## src/rtl/mem_port_arbiter.sv

```systemverilog
// Round-robin arbiter that shares one single-port memory between the CPU (C) and loader (L) ports.
// It allows one access in flight and returns read data after a fixed RD_LATENCY.
module mem_port_arbiter #(
    parameter int ADDR_W     = 8,
    parameter int DATA_W     = 8,
    parameter int RD_LATENCY = 1
) (
    input  logic              clock,
    input  logic              reset,
    input  logic              c_req,
    input  logic              c_we,
    input  logic [ADDR_W-1:0] c_addr,
    input  logic [DATA_W-1:0] c_wdata,
    output logic              c_gnt,
    output logic              c_rvalid,
    output logic [DATA_W-1:0] c_rdata,
    input  logic              l_req,
    input  logic              l_we,
    input  logic [ADDR_W-1:0] l_addr,
    input  logic [DATA_W-1:0] l_wdata,
    output logic              l_gnt,
    output logic              l_rvalid,
    output logic [DATA_W-1:0] l_rdata,
    output logic              mem_en,
    output logic              mem_we,
    output logic [ADDR_W-1:0] mem_addr,
    output logic [DATA_W-1:0] mem_wdata,
    input  logic [DATA_W-1:0] mem_rdata
);
    localparam int NPORT = 2;
    localparam int CNT_W = 3;
    localparam logic [CNT_W-1:0] LAT = CNT_W'(RD_LATENCY);

    typedef enum logic [1:0] {IDLE, ACCESS, RD_WAIT, RD_DONE} state_t;

    // Port index 0 is the CPU, index 1 is the loader.
    logic [NPORT-1:0]  req;
    logic [NPORT-1:0]  we;
    logic [ADDR_W-1:0] addr  [NPORT];
    logic [DATA_W-1:0] wdata [NPORT];

    assign req      = {l_req, c_req};
    assign we       = {l_we, c_we};
    assign addr[0]  = c_addr;
    assign addr[1]  = l_addr;
    assign wdata[0] = c_wdata;
    assign wdata[1] = l_wdata;

    state_t            state_reg;
    logic              owner_reg;
    logic              last_owner_reg;
    logic [CNT_W-1:0]  cnt_reg;
    logic              mem_en_reg;
    logic              mem_we_reg;
    logic [ADDR_W-1:0] mem_addr_reg;
    logic [DATA_W-1:0] mem_wdata_reg;
    logic [NPORT-1:0]  gnt_reg;
    logic [NPORT-1:0]  rvalid_reg;
    logic [DATA_W-1:0] rdata_reg [NPORT];
    logic              winner_next;

    // On a tie the port that did not own the previous access wins.
    always_comb begin
        winner_next = req[1];
        if (&req) begin
            winner_next = ~last_owner_reg;
        end
    end

    always_ff @(posedge clock or posedge reset) begin
        if (reset) begin
            state_reg      <= IDLE;
            owner_reg      <= 1'b0;
            last_owner_reg <= 1'b1;
            cnt_reg        <= '0;
            mem_en_reg     <= 1'b0;
            mem_we_reg     <= 1'b0;
            mem_addr_reg   <= '0;
            mem_wdata_reg  <= '0;
            gnt_reg        <= '0;
            rvalid_reg     <= '0;
            rdata_reg[0]   <= '0;
            rdata_reg[1]   <= '0;
        end else begin
            gnt_reg    <= '0;
            rvalid_reg <= '0;
            mem_en_reg <= 1'b0;
            mem_we_reg <= 1'b0;
            case (state_reg)
                IDLE, RD_DONE: begin
                    if (|req) begin
                        owner_reg            <= winner_next;
                        mem_en_reg           <= 1'b1;
                        mem_we_reg           <= we[winner_next];
                        mem_addr_reg         <= addr[winner_next];
                        mem_wdata_reg        <= wdata[winner_next];
                        gnt_reg[winner_next] <= 1'b1;
                        state_reg            <= ACCESS;
                    end else begin
                        state_reg <= IDLE;
                    end
                end
                ACCESS: begin
                    last_owner_reg <= owner_reg;
                    if (mem_we_reg) begin
                        state_reg <= IDLE;
                    end else begin
                        cnt_reg   <= CNT_W'(1);
                        state_reg <= RD_WAIT;
                    end
                end
                RD_WAIT: begin
                    if (cnt_reg == LAT) begin
                        rdata_reg[owner_reg]  <= mem_rdata;
                        rvalid_reg[owner_reg] <= 1'b1;
                        state_reg             <= RD_DONE;
                    end else begin
                        cnt_reg <= cnt_reg + CNT_W'(1);
                    end
                end
                default: state_reg <= IDLE;
            endcase
        end
    end

    assign c_gnt     = gnt_reg[0];
    assign l_gnt     = gnt_reg[1];
    assign c_rvalid  = rvalid_reg[0];
    assign l_rvalid  = rvalid_reg[1];
    assign c_rdata   = rdata_reg[0];
    assign l_rdata   = rdata_reg[1];
    assign mem_en    = mem_en_reg;
    assign mem_we    = mem_we_reg;
    assign mem_addr  = mem_addr_reg;
    assign mem_wdata = mem_wdata_reg;

endmodule
```

## config.mk

```make
export PLATFORM = sky130hd
export DESIGN_NAME = mem_port_arbiter
export DESIGN_NICKNAME = d
export VERILOG_FILES = /design/src/rtl/mem_port_arbiter.sv
export SDC_FILE = /design/constraint.sdc
export NUM_CORES = 1
export LEC_CHECK = 0
export ABC_AREA = 0
export BUFFER_PORTS_ARGS = -buffer_cell sky130_fd_sc_hd__buf_2
export CORE_MARGIN = 3
export CORE_UTILIZATION = 35
export DETAILED_ROUTE_END_ITERATION = 10
export PLACE_DENSITY_LB_ADDON = 0.3
export RECOVER_POWER = 25
export SLEW_MARGIN = 5
export SYNTH_ARGS = -nofsm -noshare
export SYNTH_HDL_FRONTEND = slang
export SYNTH_SLANG_ARGS = --single-unit
```

## constraint.sdc

```tcl
create_clock -name clock -period 1.8 [get_ports clock]
set_input_delay 0.09 -clock clock [delete_from_list [all_inputs] [get_ports clock]]
set_output_delay 0.09 -clock clock [all_outputs]
set_load 0.02 [all_outputs]
```

# After elaboration in Yosys (flattened, before gate mapping)

Index checks and enable logic that the tools add are counted.

Register bits after elaboration: 45
Logic and storage cells: 72
Bits of input ports: 46
Output and inout bits: 38

Equal/unequal tests: 7
Bitwise gates (word level): 3
$lt $le $gt $ge: 7
$add $sub $neg: 1
Reductions and logical operators: 11
Mux-type cells: 31

Operator list:

| operator              | number |
|---|---|
| $mux W8               | 7 |
| $bwmux W16            | 1 |
| $mux W2               | 6 |
| $mux W1               | 10 |
| $demux W8 S1          | 1 |
| $mux W3               | 2 |
| $ne A2 B2 Y1 const B  | 3 |
| $pmux W2 S3           | 1 |
| $pmux W3 S2           | 1 |
| $reduce_and A2 Y1     | 3 |
| $eq A2 B2 Y1 const B  | 2 |
| $ge A2 B2 Y1 const B  | 2 |
| $lt A1 B2 Y1 const B  | 2 |
| $not A1 Y2            | 2 |
| $reduce_or A2 Y1      | 2 |
| $add A3 B1 Y3 const B | 1 |
| $eq A3 B1 Y1 const B  | 1 |
| $logic_and A1 B1 Y1   | 3 |
| $reduce_and A3 Y1     | 1 |
| $demux W1 S1          | 2 |
| $eq A2 B1 Y1 const B  | 1 |
| $ge A1 B1 Y1 const B  | 2 |
| $logic_not A2 Y1      | 1 |
| $lt A2 B1 Y1 const B  | 1 |
| 2 further kinds       | 2 |

# Depth between registers and ports, before layout

Gate-level depths: netlist of the first run.

Depth after elaboration: 8
Depth in mapped cells: 7
Depth with buffers taken out: 6

# Worst setup path before layout of the first run

No wires, ideal clock.

Path kind: register -> register
From: register cnt_reg[1]
To: register rdata_reg (netlist bit c_rdata[0])
Stages on the path, launching flop included: 7
Clock period less this slack: 1.526 ns
Arrival: 1.401 ns
Path buffers: 1
Setup slack: 0.274 ns
Path through: dfrtp_1 inv_1 ha_1 nand2b_4 nor3b_2 buf_6 mux2_2

Word-level cells in the longest chain between the ends: 2

Ends and longest elaborated chain:

| element                         | line | RTL |
|---|---|---|
| from (decl)                     | 52   | `logic [CNT_W-1:0] cnt_reg;` |
| from (signal assigned)          | 118  | `cnt_reg <= cnt_reg + CNT_W'(1);` |
| $eq A3 B1 Y1                    | 113  | `if (cnt_reg == LAT) begin` |
| $reduce_and A2 Y1 (no line)     | -    |  |
| to (signal, indexed assignment) | 114  | `rdata_reg[owner_reg] <= mem_rdata;` |
| to (decl)                       | 59   | `logic [DATA_W-1:0] rdata_reg [NPORT];` |

No other way between the ends.
A chain may end at the register's enable or synchronous reset.

# Final worst setup path of the first run

From: register cnt_reg[1]
To: register rdata_reg (netlist bit c_rdata[4])

The elaborated chain is that of the path after synthesis.

==> flow_summary.ini, run 1 <==
[outcome]
status = finished clean

[worst_hold_path]
min_path_type = in -> reg

[routing]
post-route-drc-count = 0
totalWireLength_microns = 4663
viasPerCell = 4.731
antenna_left = 0
drt-initial-drc-count = 31
firstDrtPassIters = 4
via_count = 1656
wl_per_cell_microns = 13.32

[global_routing]
grt-ovfl-total = 0
grt_first_pass_wirelength_microns = 7810
antenna_found_initial = 0
grt_util_all_layers_pct = 15.40
grt_max_degree = 20
first_global_vias = 1680

[timing]
hold_viol_final = 0
fin_tns_setup_ps = 0
max_slew_margin_pct = 70.37
finalMaxSlewViolations = 0
max_slew.worst_pin.slew_ps = 444.5
period_share_pct = 92.47
setup_viol = 0
fin_crit_ps = 1664
rsz0062_at_grt = no
setup_ws_ps = 135.5
fmax_ghz = 0.6008
skew_ps = 6.655

[synthesis]
yosysSeqAreaShare_pct = 56.31
synth_top_family_by_area = simple AND/OR/NAND/NOR gates
synth_compound_area_share_pct = 12.81
synth_nets = 235
synth_fa_ha_area_share_pct = 2.500
yosys.area_share.simple_pct = 15.25
synthXorXnorAreaFrac_pct = 0
syn_area_per_cell_sq_um = 10.82
synth_top_area_share_pct = 55.00
yosysTopAreaCell = dfrtp_1
synth_cell_types = 33
ys_ff_latch = 45
netlist_instances = 185
yosysWarnings = 0
synth.area.mux_share_pct = 9.562
synth_area_leaders = dfrtp_1 55%, mux2_2 9.6%, a21oi_1 8.5%
synth_area_sq_um = 2002

[floorplanning]
start_util_pct = 37.75
rows = 26
dieArea_sq_um = 6663
ios = 84
dieHeight_microns = 81.63
chipWidth_microns = 81.63
core_region_area_sq_um = 5303

[power]
powerDensity_nw_per_um2 = 1716
irDropWorstVdd_uv = 681.0
p_leak_nw = 1.314

[placement]
dp_hpwl_microns = 3474
dp_worst_setup_slack_ps = 139.1
numPortBuffers = 83
place_congestion = 0.8245
place_area_sq_um = 2516

[clock_tree]
clock_latency_ps = 300
cts_buffer_depth = 2
tritoncts = built
cts_root_buf = clkbuf_8
htreeDepth = 2
clk_pin_slew_worst_paths_ps = 90
clock-sinks = 45
numCtsBuffers = 5

[critical_path]
crit_family = flip-flops
crit_path_start_kind = flop
crit_buf_inv = 2
crit_path_end_kind = flop
worstSetupPathType = reg -> reg
crit_chain = inv_1 -> ha_1 -> nand2b_4 -> nor3b_2 -> buf_4 -> mux2_2
slowest_stage = dfrtp_1
arrival_ps = 1850
slowest_delay_ps = 420
worstPathMaxFanout = 9
cp.required_ps = 1990

[finish]
fin_nets = 329
area_delta_synth_final_pct = 31.94
drive_gt1_share_pct = 44.64
antenna_cells = 0
final_common_cell = buf_2
stdcell_area_sq_um = 2641
final_cell_mix = 83 x buf_2, 44 x dfrtp_1, 34 x a21oi_1, 21 x nand2_1, 21 x nor2_1

[job]
cap_violations = 0
## per-layer routing
layer / vias to the layer above / global-route usage (%) / part of all wire [%]
li1: 820 / - / -
met2: 72 / 25.49 / 47
met4: 0 / 5.482 / 1.2
met3: 5 / 5.044 / 9.6
met1: 759 / 18.81 / 42
met5: - / 0 / 0
## worst paths after layout
path	from	end	slack [ps]	depth (start not counted)
setup / recovery	cnt_reg[1]	c_rdata[4]	140	6
hold / removal	c_wdata[4]	mem_wdata[4]	8	3
setup reg to reg	cnt_reg[1]	c_rdata[4]	140	6
hold reg to reg	l_rdata[2]	l_rdata[2]	510	1
max in group asynchronous	reset	cnt_reg[2]	710	4
min in group asynchronous	reset	state_reg[0]	310	3
## repair_timing
item | in CTS | in global routing
hold buffers | 4 | 0
buffers inserted | 0 | 0
gates resized for setup | 0 | 0
hold endpoints to repair | 12 | 0
## metrics by stage
step	power (mW)	utilization, %	hold slack [ps]	cells
after floorplan	3.183	-	219.0	185
after global placement	3.903	47.45	33.08	338
after detailed placement	3.946	47.45	36.31	338
after CTS	4.608	49.91	1.061	350
after global routing	4.889	49.81	6.393	350
final	4.531	49.81	8.057	350
## layout make-up
| type | instances | area [sq um] |
|---|---|---|
| clock buffers | 5 | 68.82 |
| clock inverters | 3 | 21.27 |
| fillers | 520 | 2661 |
| inverters | 6 | 22.52 |
| multi-input cells | 126 | 803.3 |
| flip-flops and latches | 45 | 1127 |
| well taps | 70 | 87.58 |
| repair buffers | 95 | 510.5 |
## where the power goes
| part | leakage (nW) | switching (mW) | internal [mW] |
|---|---|---|---|
| Combinational | 0.736 | 1.31 | 0.853 |
| Clock | 0.0445 | 0.369 | 0.276 |
| Sequential | 0.533 | 0.245 | 1.48 |
## tightest hold or removal path, delay by kind of cell
kind / cells / cell delay [ps]
buffers and inverters: 1 / 100
AOI/OAI and AO/OA: 1 / 50
and+or+nand+nor: 1 / 40
## cell usage after synthesis (all sizes together)
| cell | instances |
|---|---|
| inv | 5 |
| or3b | 1 |
| a21o | 1 |
| nor2 | 21 |
| nor3b | 2 |
| a31oi | 1 |
| and2 | 2 |
| a21boi | 1 |
| nand3b | 1 |
| clkinv | 1 |
| mux2 | 17 |
| nand4 | 1 |
| ha | 4 |
| nor2b | 2 |
| a311oi | 1 |
| or4b | 1 |
| nand2b | 2 |
| a21oi | 34 |
| o21ai | 4 |
| dfrtp | 44 |
| and3b | 1 |
| buf | 8 |
| dfstp | 1 |
| nand3 | 4 |
| a21bo | 1 |
| o211ai | 3 |
| nand2 | 21 |
## kinds of logic (layout without fill, tap and decap cells)
| kind of cell | Yosys count | in the layout |
|---|---|---|
| adder cells (fa/ha/maj) | 4 | 4 |
| flip-flops | 45 | 45 |
| AND/OR/NAND/NOR | 59 | 59 |
| buffers and inverters | 14 | 109 |
| multiplexers | 17 | 17 |
| AO/OA/AOI/OAI | 46 | 46 |
Power figures use the tool's default switching activity.
==> run 2, diff against run 1 <==
--- a/config.mk
+++ b/config.mk
@@ -10,6 +10,7 @@
 export CORE_MARGIN = 3
 export CORE_UTILIZATION = 35
 export DETAILED_ROUTE_END_ITERATION = 10
+export MAX_ROUTING_LAYER = met4
 export PLACE_DENSITY_LB_ADDON = 0.3
 export RECOVER_POWER = 25
 export SLEW_MARGIN = 5
==> run 2 against run 1 <==
Against the previous run: total power hardly changed; fmax is 0.22% lower; die area stayed put; register-to-register slack hardly changed; clock power hardly changed; worst setup slack worse by 3.6 ps; cell area stayed put; largest power group unchanged.
==> flow_summary.ini, run 2 (synthesized netlist as in run 1, its figures left out) <==
[outcome]
status = finished clean

[critical_path]
crit_chain = inv_1 -> ha_1 -> nand2b_4 -> nor3b_2 -> buf_4 -> mux2_2
worstPathMaxFanout = 9
cp.required_ps = 1990
arrival_ps = 1860
ff2ff_setup_slack_ps = 130
crit_family = flip-flops
crit_buf_inv = 2
crit_path_end_kind = flop
slowest_stage = dfrtp_1
crit_path_start_kind = flop
worstSetupPathType = reg -> reg
slowest_delay_ps = 420

[timing]
fin_crit_ps = 1668
fin_tns_setup_ps = 0
fmax_ghz = 0.5995
rsz0062_at_grt = no
setup_viol = 0
max_slew_margin_pct = 70.14
setup_ws_ps = 131.9
max_slew.worst_pin.slew_ps = 447.8
finalMaxSlewViolations = 0
period_share_pct = 92.67
hold_viol_final = 0
skew_ps = 6.508

[placement]
dp_hpwl_microns = 3474
numPortBuffers = 83
place_congestion = 0.8370
dp_worst_setup_slack_ps = 139.1
place_area_sq_um = 2516

[floorplanning]
core_region_area_sq_um = 5303
ios = 84
start_util_pct = 37.75
chipWidth_microns = 81.63
dieHeight_microns = 81.63
rows = 26
dieArea_sq_um = 6663

[finish]
drive_gt1_share_pct = 44.64
final_util_pct = 49.81
final_cell_mix = 83 x buf_2, 44 x dfrtp_1, 34 x a21oi_1, 21 x nand2_1, 21 x nor2_1
fin_nets = 329
antenna_cells = 0
area_delta_synth_final_pct = 31.94
stdcell_area_sq_um = 2641
final_common_cell = buf_2

[clock_tree]
cts_resized = 0
clock-sinks = 45
htreeDepth = 2
post_cts_buffers = 0
numCtsBuffers = 5
clock_latency_ps = 300
tritoncts = built
cts_buffer_depth = 2
cts_root_buf = clkbuf_8
clk_pin_slew_worst_paths_ps = 90

[global_routing]
grt_util_all_layers_pct = 15.92
grt_max_degree = 20
first_global_vias = 1683
grt-ovfl-total = 0
grt_first_pass_wirelength_microns = 7831
antenna_found_initial = 0

[power]
p_leak_nw = 1.314
irDropWorstVdd_uv = 682.7
powerDensity_nw_per_um2 = 1715

[routing]
antenna_left = 0
post-route-drc-count = 0
via_count = 1650
totalWireLength_microns = 4671
drt-initial-drc-count = 43
wl_per_cell_microns = 13.35
viasPerCell = 4.714
firstDrtPassIters = 4

[worst_hold_path]
min_path_type = in -> reg

[job]
cap_violations = 0
==> run 2: repair_timing <==
action / CTS / global route
endpoints found under the hold margin: 12 / 0
setup endpoints to repair: 0 / 0
hold buffers: 4 / 0
==> run 2: layout make-up <==
type                    count  area [sq um]
inverters                   6         22.52
flip-flops and latches     45          1127
multi-input cells         126         803.3
well taps                  70         87.58
fillers                   520          2661
clock buffers               5         68.82
repair buffers             95         510.5
clock inverters             3         21.27
==> run 2: worst reg2reg max path, cell delays in order, from the launching register on <==
cell	delay, ps
dfrtp_1	420
inv_1	70
ha_1	280
nand2b_4	90
nor3b_2	170
buf_4	190
mux2_2	350
==> run 2: per-stage QoR <==
stage	cells	hold slack, ps	power, mW
2_1_floorplan	185	219.0	3.183
3_3_place_gp	338	33.08	3.903
3_5_place_dp	338	36.31	3.946
4_1_cts	350	1.061	4.608
5_1_grt	350	4.508	4.891
6_report	350	9.586	4.529
==> run 2: final timing paths <==
| kind | depth (start not counted) | end | start |
|---|---|---|---|
| min | 3 | mem_wdata[4] | c_wdata[4] |
| max in group asynchronous | 4 | cnt_reg[2] | reset |
| max | 6 | c_rdata[4] | cnt_reg[1] |
| min reg2reg | 1 | l_rdata[2] | l_rdata[2] |
| max reg2reg | 6 | c_rdata[4] | cnt_reg[1] |
| min in group asynchronous | 3 | state_reg[0] | reset |
==> run 2: metal layers <==
layer,vias to the layer above,global-route usage (%),routed length [microns]
li1,820,-,-
met1,758,19.58,2063
met2,68,25.49,2219
met3,4,3.838,333
met4,0,5.980,54
met5,-,-,0
==> run 2: report_power, final <==
part           switching, mW  leakage [nW]  internal, mW
Combinational           1.31         0.736         0.853
Sequential             0.245         0.533          1.48
Clock                  0.368        0.0445         0.276
Total                   1.92          1.31          2.61
